## src/rtl/packetizer_pkg.sv

```systemverilog
// Shared definitions for the packetizer: FSM state encoding and header field layout.
// Header layout is only used when PACKETIZER_HEADER_EN is defined.
package packetizer_pkg;

    typedef enum logic [1:0] {
        ST_IDLE = 2'b00,
        ST_HDR  = 2'b01,
        ST_DATA = 2'b10
    } state_t;

    // Header beat: {len_q, pkt_count[15:0]}, count in the low half.
    localparam int HDR_CNT_LSB = 0;
    localparam int HDR_LEN_LSB = 16;

endpackage

```

## src/rtl/axis_skid_buf.sv

```systemverilog
// Two-entry AXI-Stream skid buffer: registered outputs, full throughput, and an
// upstream ready that comes only from a flop.
module axis_skid_buf #(
    parameter int WIDTH = 33
) (
    input  logic             aclk,
    input  logic             aresetn,
    input  logic [WIDTH-1:0] i_s_data,
    input  logic             i_s_valid,
    output logic             o_s_ready,
    output logic [WIDTH-1:0] o_m_data,
    output logic             o_m_valid,
    input  logic             i_m_ready
);

    logic [WIDTH-1:0] r_m_data;
    logic             r_m_valid;
    logic [WIDTH-1:0] r_sk_data;
    logic             r_sk_valid;
    logic             w_in_fire;

    assign o_s_ready = ~r_sk_valid;
    assign w_in_fire = i_s_valid & ~r_sk_valid;
    assign o_m_data  = r_m_data;
    assign o_m_valid = r_m_valid;

    always_ff @(posedge aclk) begin
        if (!aresetn) begin
            r_m_data   <= '0;
            r_m_valid  <= 1'b0;
            r_sk_data  <= '0;
            r_sk_valid <= 1'b0;
        end else if (!r_m_valid || i_m_ready) begin
            // Output slot frees up: drain the skid entry first to keep order.
            if (r_sk_valid) begin
                r_m_data   <= r_sk_data;
                r_m_valid  <= 1'b1;
                r_sk_valid <= 1'b0;
            end else begin
                r_m_valid <= w_in_fire;
                if (w_in_fire)
                    r_m_data <= i_s_data;
            end
        end else if (w_in_fire) begin
            r_sk_data  <= i_s_data;
            r_sk_valid <= 1'b1;
        end
    end

endmodule

```

## src/rtl/packetizer_gen2.sv

```systemverilog
// Cuts a continuous sample stream into cfg_len-beat packets with tlast for an S2MM DMA.
// Optional header beat per packet when PACKETIZER_HEADER_EN is defined.
module packetizer_gen2
    import packetizer_pkg::*;
#(
    parameter int DATA_WIDTH = 32,
    parameter int LEN_WIDTH  = 16
) (
    input  logic                  aclk,
    input  logic                  aresetn,
    input  logic [DATA_WIDTH-1:0] s_axis_tdata,
    input  logic                  s_axis_tvalid,
    output logic                  s_axis_tready,
    output logic [DATA_WIDTH-1:0] m_axis_tdata,
    output logic                  m_axis_tvalid,
    input  logic                  m_axis_tready,
    output logic                  m_axis_tlast,
    output logic                  last,
    input  logic [LEN_WIDTH-1:0]  cfg_len,
    output logic [LEN_WIDTH-1:0]  beat_count,
    output logic [31:0]           pkt_count,
    output logic                  busy
);

    state_t                r_state;
    logic [LEN_WIDTH-1:0]  r_len_q;
    logic [LEN_WIDTH-1:0]  r_beat_count;
    logic [31:0]           r_pkt_count;

    logic                  w_skid_ready;
    logic                  w_in_valid;
    logic [DATA_WIDTH:0]   w_in_data;
    logic [DATA_WIDTH:0]   w_out_data;
    logic [LEN_WIDTH-1:0]  w_beat_next;
    logic                  w_data_tlast;
    logic                  w_s_hs;

    assign s_axis_tready = (r_state == ST_DATA) & w_skid_ready;
    assign w_s_hs        = s_axis_tvalid & s_axis_tready;
    assign w_beat_next   = r_beat_count + LEN_WIDTH'(1);
    // len_q is never 0 in DATA, so the next count cannot wrap before it matches.
    assign w_data_tlast  = (w_beat_next == r_len_q);

`ifdef PACKETIZER_HEADER_EN
    logic [DATA_WIDTH+LEN_WIDTH+HDR_LEN_LSB-HDR_CNT_LSB-1:0] w_hdr_ext;

    assign w_hdr_ext  = {{DATA_WIDTH{1'b0}}, r_len_q, r_pkt_count[HDR_LEN_LSB-1:HDR_CNT_LSB]};
    assign w_in_valid = (r_state == ST_HDR) | (s_axis_tvalid & (r_state == ST_DATA));
    assign w_in_data  = (r_state == ST_HDR) ? {1'b0, w_hdr_ext[DATA_WIDTH-1:0]}
                                            : {w_data_tlast, s_axis_tdata};
`else
    assign w_in_valid = s_axis_tvalid & (r_state == ST_DATA);
    assign w_in_data  = {w_data_tlast, s_axis_tdata};
`endif

    always_ff @(posedge aclk) begin
        if (!aresetn) begin
            r_state      <= ST_IDLE;
            r_len_q      <= '0;
            r_beat_count <= '0;
            r_pkt_count  <= '0;
        end else begin
            case (r_state)
                ST_IDLE: begin
                    if (cfg_len != '0) begin
                        r_len_q      <= cfg_len;
                        r_beat_count <= '0;
`ifdef PACKETIZER_HEADER_EN
                        r_state      <= ST_HDR;
`else
                        r_state      <= ST_DATA;
`endif
                    end
                end
`ifdef PACKETIZER_HEADER_EN
                ST_HDR: begin
                    if (w_skid_ready)
                        r_state <= ST_DATA;
                end
`endif
                ST_DATA: begin
                    if (w_s_hs) begin
                        r_beat_count <= w_beat_next;
                        if (w_data_tlast) begin
                            r_pkt_count <= r_pkt_count + 32'd1;
                            r_state     <= ST_IDLE;
                        end
                    end
                end
                default: r_state <= ST_IDLE;
            endcase
        end
    end

    axis_skid_buf #(
        .WIDTH (DATA_WIDTH + 1)
    ) u_skid (
        .aclk      (aclk),
        .aresetn   (aresetn),
        .i_s_data  (w_in_data),
        .i_s_valid (w_in_valid),
        .o_s_ready (w_skid_ready),
        .o_m_data  (w_out_data),
        .o_m_valid (m_axis_tvalid),
        .i_m_ready (m_axis_tready)
    );

    assign m_axis_tdata = w_out_data[DATA_WIDTH-1:0];
    assign m_axis_tlast = w_out_data[DATA_WIDTH];
    assign last         = m_axis_tvalid & m_axis_tready & m_axis_tlast;
    assign beat_count   = r_beat_count;
    assign pkt_count    = r_pkt_count;
    assign busy         = (r_state != ST_IDLE);

endmodule

```

## config.mk

```make
export PLATFORM = sky130hd
export DESIGN_NAME = packetizer_gen2
export DESIGN_NICKNAME = d
export VERILOG_FILES = /design/src/rtl/packetizer_pkg.sv /design/src/rtl/axis_skid_buf.sv /design/src/rtl/packetizer_gen2.sv
export SDC_FILE = /design/constraint.sdc
export NUM_CORES = 1
export LEC_CHECK = 0
export ABC_AREA = 1
export CORE_MARGIN = 1.5
export CORE_UTILIZATION = 52
export CTS_CLUSTER_SIZE = 25
export DETAILED_ROUTE_END_ITERATION = 7
export GPL_ROUTABILITY_DRIVEN = 0
export PLACE_DENSITY_LB_ADDON = 0.15
export SLEW_MARGIN = 15
export SYNTH_ARGS = -nofsm -noshare
export SYNTH_HDL_FRONTEND = slang
export SYNTH_SLANG_ARGS = --single-unit
```

## constraint.sdc

```tcl
create_clock -name aclk -period 2.47 [get_ports aclk]
set_input_delay 0.247 -clock aclk [delete_from_list [all_inputs] [get_ports aclk]]
set_output_delay 0.247 -clock aclk [all_outputs]
set_load 0.1 [all_outputs]
```

==> reports/qor.csv <==
stage,metric,value,unit
cts,clock sinks,133,
cts,CTS max path bufs,2,
sta,Max Slew Vio Count,0,
cts,cts hold-fix bufs,0,
power_and_ir_drop,PwrDens,642,mW/mm^2
synth,Synth Net Count,1070,
final_layout,antenna diode count,0,
cts,Worst-path clk slew,0.06,ns
detailed_routing,Residual DRC,0,
floorplanning,row cnt,41,
final_layout,"commonest non-fill, non-tap cells in the layout","nand2_1, buf_4, nor2_1, dfxtp_1, inv_1",
global_route,largest net degree at the start of global routing,86,
floorplanning,Boundary Pins,137,
detailed_routing,drt initial violations,711,
final_layout,fillers,1055,
cts,CTS root buf,clkbuf_16,
cts,total CTS buffers,17,
synth,main area contributors after synthesis,"dfxtp_1, nand2_1, nor2_1, o21ai_0, nand3_1",
power_and_ir_drop,maximum vdd ir drop,0.000599,V
placement,estimated wirelength of the detail-placed design,12400,um
floorplanning,Die H,116,um
global_route,initial antenna violation count,0,
synth,warnings from Yosys,0,
power_and_ir_drop,Leak,0.00391,uW
worst_hold_path,worst min-delay path class,primary input to flip-flop,
detailed_routing,vias,7391,
synth,average instance area after synthesis,6.55,um^2
global_route,first-pass GRT wire length,30600,um
sta,Period minus WS final,2.46,ns
synth,Yosys top cell area share,0.400,
synth,"Distinct cells, synth",31,
cts,CTS tree,yes,
placement,placement-stage cell area,0.00805,mm^2
sta,final setup fails,0,
placement,IO Port Bufs,136,
detailed_routing,drt via density,5.50,
sta,worst hold slack,0.370,ns
synth,Post-Syn Area,0.00666,mm^2
detailed_routing,Post-Route WL,20300,um
floorplanning,Core ar.,0.0126,mm^2
global_route,global-route usage over all layers,0.286,
detailed_routing,Antenna Violating Nets Remaining,0,
global_route,vias in the first global route,6474,
final_layout,proportion of layout cells with a drive suffix above 1,0.186,
global_route,total gr overflow,0,
floorplanning,Initial Util,0.530,
synth,"area leader, netlist",dfxtp_1,
flow_run,number of max-cap violations,0,
sta,unrepaired setup endpoints after global routing,true,
power_and_ir_drop,total power,5820,uW
critical_path,Worst setup EP type,flip-flop,
sta,Post-Route Setup TNS,0,ns
synth,Syn Inst Count,1016,
cts,H-tree depth,4,
outcome,status,completed,
floorplanning,die area,0.0135,mm^2
detailed_routing,first-pass detailed-route iteration total,6,
final_layout,"most common cell after layout, fill and taps aside",nand2_1,
cts,clock latency on the worst-skew pair,0.42,ns
final_layout,nets,1214,
synth,#FFs+latches synth,133,
final_layout,P&R area growth vs syn,36.3,%
critical_path,Worst EP required,2.77,ns
sta,final hold viol count,0,
floorplanning,Die Width,116,um
sta,Achievable Freq,407,MHz
sta,Tcrit/Tclk final,0.994,
final_layout,Final Cell Area,0.00907,mm^2
sta,Worst Clk Skew,0.00578,ns
detailed_routing,WL per Instance,15.1,um
critical_path,Crit Path Class,flip-flop to flip-flop,
sta,max_slew headroom,0.524,
sta,Tightest Pin Transition,0.714,ns
critical_path,crit path max fanout,7,
synth,"Seq/Total Area, Yosys",0.400,
critical_path,nature of the critical path startpoint,flip-flop,
critical_path,Critical Path AT,2.76,ns
## Yosys cell counts, drive strengths merged
master	n
nand4	49
nand3b	7
a211oi	1
nand2	271
nor4	4
nand3	77
clkbuf	43
a31oi	32
xnor3	1
and3	1
xor2	2
buf	10
a21oi	30
or3	1
ha	2
dfxtp	133
inv	93
clkinv	1
xnor2	1
nor3	46
o21ai	84
nor2	127
## worst paths after layout
path         slack [ns]  depth (start not counted)                               end                               from
max                0.01                         16         pkt_count[5]$_SDFFE_PN0P_         beat_count[1]$_SDFFE_PN0P_
min                0.37                          3           r_len_q[8]$_SDFFE_PN0P_                            aresetn
max reg2reg        0.01                         16         pkt_count[5]$_SDFFE_PN0P_         beat_count[1]$_SDFFE_PN0P_
min reg2reg        0.48                          2  u_skid.o_m_data[29]$_SDFFE_PN0P_  u_skid.r_sk_data[29]$_SDFFE_PN0P_
## metrics by stage
| step | utilization | setup slack, ns | std cells |
|---|---|---|---|
| 2_1_floorplan | - | 0.0275 | 1016 |
| 3_3_place_gp | 0.641 | 0.177 | 1294 |
| 3_5_place_dp | 0.641 | 0.114 | 1294 |
| 4_1_cts | 0.692 | 0.0406 | 1324 |
| 5_1_grt | 0.722 | -0.0993 | 1343 |
| 6_report | 0.722 | 0.0143 | 1343 |
## worst max-delay path, cell delays in order (launching register included)
cell,delay (ns)
dfxtp_4,0.38
ha_4,0.17
nand2_4,0.07
nor2_4,0.22
buf_6,0.14
nand3_4,0.09
nand2_4,0.09
nand3_1,0.07
nand2_1,0.06
nand3_1,0.07
nor2_2,0.15
nand3_2,0.14
nor2_4,0.27
clkbuf_16,0.21
nand3_1,0.08
nand2_1,0.07
nor2_1,0.04
## per-layer routing
metal | part of all wire | wire length (um) | vias to the layer above | track usage
met3 | 0.078 | 1590 | 56 | 0.0794
met4 | 0.023 | 472 | 0 | 0.103
li1 | - | - | 3650 | -
met2 | 0.48 | 9720 | 297 | 0.465
met1 | 0.42 | 8550 | 3388 | 0.366
met5 | 0 | 0 | - | 0
## state kept, by name (all words and copies together) (netlist names)
register and count:
r_state 1, r_len_q 16, u_skid.o_m_valid 1, u_skid.o_m_data 33, u_skid.r_sk_valid 1, beat_count 16
pkt_count 32, u_skid.r_sk_data 33
## report_power, final
part	total, uW	switching, uW	internal (uW)
Clock	2750	933	1820
Sequential	2260	47.1	2210
Combinational	814	580	235
## cell type report
| class | count | area [um^2] | area share |
|---|---|---|---|
| multi-input combinational | 736 | 3550 | 0.392 |
| sequential | 133 | 2710 | 0.298 |
| timing repair buffer | 178 | 1600 | 0.177 |
| clock buffer | 23 | 499 | 0.0550 |
| inverter | 94 | 353 | 0.0389 |
| tap | 172 | 215 | 0.0237 |
| clock inverter | 7 | 141 | 0.0156 |
## logic make-up (layout without fill, tap and decap cells)
logic type | Yosys count | count (layout) | synth area share
simple gates | 583 | 583 | 0.385
fa+ha+maj | 2 | 2 | 0.00376
buf+inv | 147 | 302 | 0.0866
flops | 133 | 133 | 0.400
compound gates | 147 | 147 | 0.117
xor+xnor | 4 | 4 | 0.00733
## timing repair
action,in CTS,in global routing
setup buffers,0,13
setup endpoints to repair,0,33
resized for setup,0,38
hold endpoints to repair,0,0
Note: power is estimated with default switching activity, not from simulation.
